`src/rtl/dat_fill_sequencer.sv`:
```
// DAT RAM bulk fill engine and single-port arbiter; the CPU always wins the port.
// Optional DAT_AUTO_INIT_EN: identity-fill entries 0..7 automatically after reset.
module dat_fill_sequencer #(
  parameter int unsigned ADDR_W = 15,
  parameter int unsigned DATA_W = 16
) (
  input  logic              e,
  input  logic              reset,
  input  logic              start,
  input  logic [ADDR_W-1:0] start_addr,
  input  logic [ADDR_W:0]   count,
  input  logic [DATA_W-1:0] fill_val,
  input  logic              fill_inc,
  input  logic              cpu_req,
  input  logic [ADDR_W-1:0] cpu_addr,
  input  logic [DATA_W-1:0] cpu_wdata,
  input  logic              cpu_we_l,
  input  logic              cpu_we_h,
  output logic [ADDR_W-1:0] dat_addr,
  output logic [DATA_W-1:0] dat_wdata,
  output logic              dat_we_l,
  output logic              dat_we_h,
  output logic              busy,
  output logic              done,
  output logic [7:0]        stall_cnt
);

  typedef enum logic [1:0] {StIdle, StFill, StFinish} state_e;

  state_e            state_q, state_d;
  logic [ADDR_W-1:0] addr_q, addr_d;
  logic [DATA_W-1:0] val_q, val_d;
  logic              inc_q, inc_d;
  logic [ADDR_W:0]   rem_q, rem_d;
  logic              busy_q, busy_d;
  logic              done_q, done_d;
  logic [7:0]        stall_q, stall_d;
  logic              launch;
  logic [ADDR_W-1:0] launch_addr;
  logic [ADDR_W:0]   launch_cnt;
  logic [DATA_W-1:0] launch_val;
  logic              launch_inc;
  logic              engine_own;

`ifdef DAT_AUTO_INIT_EN
  logic auto_q, auto_d;

  // A pending auto-init takes the place of a software start on the first idle cycle.
  always_comb begin
    auto_d = auto_q;
    if (state_q == StIdle && auto_q) begin
      auto_d = 1'b0;
    end
    launch      = auto_q | start;
    launch_addr = auto_q ? '0 : start_addr;
    launch_cnt  = auto_q ? (ADDR_W+1)'(8) : count;
    launch_val  = auto_q ? '0 : fill_val;
    launch_inc  = auto_q ? 1'b1 : fill_inc;
  end

  always_ff @(posedge e or posedge reset) begin
    if (reset) begin
      auto_q <= 1'b1;
    end else begin
      auto_q <= auto_d;
    end
  end
`else
  always_comb begin
    launch      = start;
    launch_addr = start_addr;
    launch_cnt  = count;
    launch_val  = fill_val;
    launch_inc  = fill_inc;
  end
`endif

  always_comb begin
    state_d = state_q;
    addr_d  = addr_q;
    val_d   = val_q;
    inc_d   = inc_q;
    rem_d   = rem_q;
    stall_d = stall_q;
    unique case (state_q)
      StIdle: begin
        if (launch) begin
          addr_d  = launch_addr;
          val_d   = launch_val;
          inc_d   = launch_inc;
          rem_d   = launch_cnt;
          stall_d = 8'd0;
          state_d = (launch_cnt == '0) ? StFinish : StFill;
        end
      end
      StFill: begin
        if (cpu_req) begin
          if (stall_q != 8'hFF) begin
            stall_d = stall_q + 8'd1;
          end
        end else begin
          // Address wraps naturally at the top of the RAM.
          addr_d = addr_q + 1'b1;
          val_d  = val_q + DATA_W'(inc_q);
          rem_d  = rem_q - 1'b1;
          if (rem_q == (ADDR_W+1)'(1)) begin
            state_d = StFinish;
          end
        end
      end
      StFinish: state_d = StIdle;
      default:  state_d = StIdle;
    endcase
    busy_d = (state_d == StFill);
    done_d = (state_q == StFinish);
  end

  always_ff @(posedge e or posedge reset) begin
    if (reset) begin
      state_q <= StIdle;
      addr_q  <= '0;
      val_q   <= '0;
      inc_q   <= 1'b0;
      rem_q   <= '0;
      busy_q  <= 1'b0;
      done_q  <= 1'b0;
      stall_q <= 8'd0;
    end else begin
      state_q <= state_d;
      addr_q  <= addr_d;
      val_q   <= val_d;
      inc_q   <= inc_d;
      rem_q   <= rem_d;
      busy_q  <= busy_d;
      done_q  <= done_d;
      stall_q <= stall_d;
    end
  end

  // Enables follow state asynchronously so a reset drops them immediately.
  assign engine_own = (state_q == StFill) && !cpu_req;
  assign dat_addr   = engine_own ? addr_q : cpu_addr;
  assign dat_wdata  = engine_own ? val_q : cpu_wdata;
  assign dat_we_l   = engine_own ? 1'b1 : cpu_we_l;
  assign dat_we_h   = engine_own ? 1'b1 : cpu_we_h;
  assign busy       = busy_q;
  assign done       = done_q;
  assign stall_cnt  = stall_q;

endmodule

```
`config.mk`:
```
export PLATFORM = sky130hd
export DESIGN_NAME = dat_fill_sequencer
export DESIGN_NICKNAME = d
export VERILOG_FILES = /design/src/rtl/dat_fill_sequencer.sv
export SDC_FILE = /design/constraint.sdc
export NUM_CORES = 1
export LEC_CHECK = 0
export ABC_AREA = 1
export BUFFER_PORTS_ARGS = -buffer_cell sky130_fd_sc_hd__buf_4
export CORE_ASPECT_RATIO = 0.8
export CORE_UTILIZATION = 35
export CTS_CLUSTER_SIZE = 40
export DETAILED_ROUTE_END_ITERATION = 16
export SLEW_MARGIN = 20
export SYNTH_ARGS = -nofsm -noshare
export SYNTH_HDL_FRONTEND = slang
export SYNTH_SLANG_ARGS = --single-unit
```
`constraint.sdc`:
```
create_clock -name e -period 1.7 [get_ports e]
set_clock_uncertainty 0.2 [all_clocks]
set_input_delay 0.085 -clock e [delete_from_list [all_inputs] [get_ports e]]
set_output_delay 0.085 -clock e [all_outputs]
set_load 0.05 [all_outputs]
```
## After elaboration in Yosys (flattened, before gate mapping)

Index checks and enable logic that the tools add are counted.

- Register bits: 60
- Bits of input ports: 85
- Output and inout bits: 43
- Word-level logic and storage cells: 51

- Add/sub/neg operators: 4
- Equality and inequality tests: 9
- Mux-type cells: 22
- Reduce and logical (&&, ||, !) cells: 8

Operators with widths:

| kind | count |
|---|---|
| $mux 16 | 5 |
| $pmux 16 s2 | 2 |
| $mux 15 | 3 |
| $pmux 15 s2 | 1 |
| $mux 8 | 3 |
| $add 16x1->16 | 1 |
| $eq 16x1->1 const B | 1 |
| $logic_not 16->1 | 1 |
| $pmux 8 s2 | 1 |
| $sub 16x1->16 const B | 1 |
| $add 15x1->15 const B | 1 |
| $add 8x1->8 const B | 1 |
| $mux 2 | 4 |
| $ne 2x2->1 const B | 4 |
| $ne 8x8->1 const B | 1 |
| $eq 2x1->1 const B | 2 |
| $pmux 2 s2 | 1 |
| $reduce_and 4->1 | 1 |
| $reduce_and 3->1 | 1 |
| $eq 2x2->1 const B | 1 |
| $logic_not 2->1 | 1 |
| $mux 1 | 2 |
| $reduce_and 2->1 | 1 |
| $reduce_bool 2->1 | 1 |
| other kinds (2) | 2 |

## Longest topological paths before layout

- Depth after elaboration: 5
- Gate-level depth with buffers: 11
- Gate-level depth less buffers: 11

## Worst setup path before layout

Ideal clock, no wire load.

- Path kind: flip-flop to output port
- From: reg state_q[1]
- To: out dat_addr[12]
- Data arrival time: 2.090 ns
- Required time: 1.415 ns
- Path slack: -0.675 ns
- Cell stages (with the launch flop): 8
- Buffers on the path: 2
- Cell sequence: dfrtp_1 inv_1 nand2_4 inv_2 nand2_2 buf_6 clkbuf_1 o21ai_0

- Longest elaborated chain between the ends: 3

RTL lines:

| what | RTL line | RTL |
|---|---|---|
| from (decl) | 30 | `state_e state_q, state_d;` |
| from (signal assigned) | 120 | `state_q <= StIdle;` |
| from (signal assigned) | 129 | `state_q <= state_d;` |
| $eq 2x1->1 | 141 | `assign engine_own = (state_q == StFill) && !cpu_req;` |
| $logic_and 1x1->1 | 141 |  |
| $mux 15 | 142 | `assign dat_addr = engine_own ? addr_q : cpu_addr;` |
| to (decl) | 19 | `output logic [ADDR_W-1:0] dat_addr,` |

No other way between the ends.

## Worst setup path in the final report

- From: reg state_q[1]
- To: out dat_addr[14]

The elaborated chain is that of the path after synthesis.

==> run_results.csv <==
group,metric,value,unit
timing,hold_slack,0.188,ns
run_status,outcome,"finished, violations left",
timing,setup_viol,85,
power,swShare,0.468,
clock_network,clock_path_buffers,2,
yosys,synthArstFlopShare,1.00,
min_path,hp-class,"in -> async",
power,combPwrFrac,0.598,
setup_path,cp_data_required_time,1.41,ns
global_routing,grt_pass1_wl,25.0,mm
global_routing,grt_use_total,0.241,
timing,tightest_slew,0.428,ns
setup_path,ff2ff_setup_slack,-0.16,ns
final_layout,area_delta_synth_final,87.5,%
power,irDropWorstVdd,785,uV
placement,placedCellCount,1031,
power,cellInternalPower,6.63,mW
route,dr_total_vias,5929,
placement,io_buffers,127,
route,dr.pass1.iters,5,
power,leakage,4.06,nW
setup_path,crit_start,"state_q[1]",
route,viasPerCell,5.20,
setup_path,endpoint_kind,"output pin",
final_layout,final_cells,1141,
power,p_total,12.5,mW
clock_network,cts.htree.levels,3,
timing,timing.final.crit_share,1.12,
timing,period_minus_slack,1.90,ns
final_layout,n_fill_cell,962,
timing,maxSlewHeadroom,0.713,
yosys,syn_inst,719,
clock_network,cts_made_buffers,9,
route,drt_first_iter_violations,592,
route,dr_wl_met3,1.33,mm
timing,rsz0062_at_grt,"true",
global_routing,grt-ovfl-total,0,
clock_network,cts_tree,"built",
global_routing,grt_pass1_vias,5209,
clock_network,cts-root-buf,"clkbuf_16",
global_routing,antenna_found_initial,0,
yosys,synth_seq_cells,60,
timing,maxSlewViolCount,0,
yosys,synth-simple-area-share,0.404,
route,ant_nets,0,
route,wl_met2,8.87,mm
power,power-per-cell-area,1490,nW/um^2
yosys,yosysWarningCount,0,
final_layout,n_antenna_cell,0,
die,start_util,0.364,
die,rows,36,
placement,gp_congestion,0.912,
route,drc_errors,0,
yosys,ys.flop_type,"dfrtp_1",
yosys,syn_area_per_cell,6.22,um^2
yosys,synth_top_family_by_area,"simple AND/OR/NAND/NOR gates",
clock_network,path_clk_slew,0.06,ns
final_layout,drive_gt1_frac,0.386,
yosys,synthesis.area,4470,um^2
power,p_clk_frac,0.178,
setup_path,crit_type,"reg -> out",
die,io-pin-count,128,
timing,fin_ws,-0.198,ns
route,highest_layer,"met4",
yosys,synth.area.mux_share,0,
setup_path,r2r_start,"state_q[0]",
yosys,synth_compound_area_frac,0.134,
timing,hold_violations,0,
die,dieArea,13200,um^2
yosys,synth_edf_count,0,
die,core,12300,um^2
setup_path,start_kind,"flop",
power,p_sw,5.84,mW
route,wirelength,18.6,mm
placement,hpwl,10.3,mm
die,die_w,128,um
yosys,yosysSeqAreaShare,0.336,
setup_path,crit_fanout,8,
yosys,synth_cell_type_count,30,
run_status,violations,"negative setup slack",
clock_network,clock_sinks,60,
timing,fmax,0.527,GHz
global_routing,grt_max_degree,61,
die,fp.dieH,103,um
final_layout,fin_nets,1056,
yosys,synth-xor-area-share,0.00979,
job,max_cap_violations,0,
setup_path,rr_worst_depth,9,
yosys,syn_nets,810,
route,wire_per_inst,16.3,um
route,met1_length,7.99,mm
setup_path,crit_arrival,1.61,ns
power,p_seq_frac,0.224,
clock_network,worstSkewPairLatency,0.34,ns
yosys,synth_fa_ha_area_frac,0.0168,
setup_path,r2r-end,"addr_q[8]",
## per-stage QoR
step           setup WS (ns)   util  area (um^2)  TNS [ns]
2_1_floorplan         -0.213      -         4660     -2.55
5_1_grt               -0.253  0.682         8390    -13.88
3_3_place_gp       -0.000799  0.491         6040  -0.00189
3_5_place_dp         -0.0455  0.491         6040    -0.245
4_1_cts               -0.160  0.595         7320     -4.53
6_report              -0.198  0.682         8390     -9.09
## registers in the layout, summed over array words and instances, names as in the netlist
signal / count
busy: 1
inc_q: 1
state_q: 2
stall_cnt: 8
addr_q: 15
val_q: 16
done: 1
rem_q: 16
## cell usage after synthesis, types with 2 or more instances
| cell | number | share of area |
|---|---|---|
| a22oi_1 | 4 | 0.0067 |
| o22ai_1 | 4 | 0.0056 |
| inv_2 | 2 | 0.0017 |
| buf_4 | 6 | 0.010 |
| xor2_1 | 4 | 0.0078 |
| clkbuf_1 | 5 | 0.0042 |
| dfrtp_1 | 60 | 0.34 |
| nand4_1 | 15 | 0.021 |
| nor2_1 | 102 | 0.086 |
| inv_1 | 67 | 0.056 |
| nand2_4 | 2 | 0.0050 |
| buf_6 | 4 | 0.010 |
| nand3_1 | 62 | 0.069 |
| nor3_1 | 3 | 0.0034 |
| nand2_1 | 239 | 0.20 |
| or2_2 | 6 | 0.0084 |
| o21ai_0 | 67 | 0.075 |
| nor2_2 | 3 | 0.0042 |
| a31oi_1 | 3 | 0.0042 |
| o211ai_1 | 2 | 0.0034 |
| o21ai_1 | 4 | 0.0045 |
| buf_2 | 15 | 0.017 |
| ha_1 | 6 | 0.017 |
| nand2_2 | 2 | 0.0028 |
| a21oi_1 | 27 | 0.030 |
## routing by layer
metal	GRT usage	vias up
li1	-	2818
met5	0	-
met2	0.409	252
met4	0.0606	0
met1	0.319	2815
met3	0.0436	44
## power by group through the flow
stage	logic (mW)	clock network (mW)	registers, mW
2_1_floorplan	3.72	0	2.78
3_3_place_gp	5.41	0	2.71
3_5_place_dp	5.50	0	2.73
4_1_cts	6.11	2.22	2.72
5_1_grt	8.08	2.29	2.87
6_report	7.47	2.22	2.79
## placed cells by master, fill, tap and decap left out, types with 3 or more instances in the layout
master / n
nand2_1: 196
buf_4: 134
nor2_1: 79
inv_1: 62
dfrtp_1: 58
nand3_1: 51
dlygate4sd3_1: 51
buf_6: 37
nand2_2: 36
o21ai_1: 22
o21ai_4: 22
a21oi_1: 21
clkbuf_16: 19
o21ai_0: 18
nor2_2: 16
nand4_1: 15
buf_8: 14
buf_12: 12
nand3_2: 11
nor2_4: 11
nand2_4: 9
o21ai_2: 9
a21oi_2: 6
inv_2: 5
buf_16: 5
nand2_8: 4
xor2_1: 4
or2_4: 4
a22oi_1: 4
ha_4: 4
nor3_1: 3
a31oi_1: 3
bufinv_16: 3
## cell families (layout without fill, tap and decap cells)
family,count (synthesis),in the layout
simple gates,436,438
xor+xnor,5,5
compound gates,113,113
buf+inv,99,348
fa+ha+maj,6,6
flops,60,60
## repair_timing
item | in CTS | in global routing
pin swaps | 5 | 39
buffers inserted | 7 | 16
resized for setup | 72 | 176
cloned | 5 | 16
endpoints found under the setup margin | 42 | 87
hold endpoints to repair | 110 | 0
hold buffers | 51 | 0
## worst max-delay path, cell delays in order (launching register included)
cell,delay [ns]
dfrtp_1,0.39
inv_2,0.09
nand2_4,0.08
inv_8,0.10
nand2_8,0.10
clkbuf_16,0.20
o21ai_2,0.12
buf_6,0.17
## cell type report
| cell class | count | area [um^2] | share of cell area |
|---|---|---|---|
| multi-input combinational | 562 | 3280 | 0.391 |
| timing repair buffer | 263 | 2770 | 0.330 |
| sequential | 60 | 1500 | 0.179 |
| inverter | 69 | 270 | 0.0322 |
| clock buffer | 10 | 239 | 0.0285 |
| tap | 171 | 214 | 0.0255 |
| clock inverter | 6 | 111 | 0.0133 |
## how the worst max path moves through the flow
stage                        end  slack (ns)
finish              dat_addr[14]       -0.20
global route        dat_wdata[4]       -0.25
CTS                 dat_wdata[8]       -0.16
detailed placement  stall_cnt[5]       -0.05
global placement    stall_cnt[2]     -0.0008
floorplan            dat_addr[0]       -0.21
(Power assumes the default switching activity.)
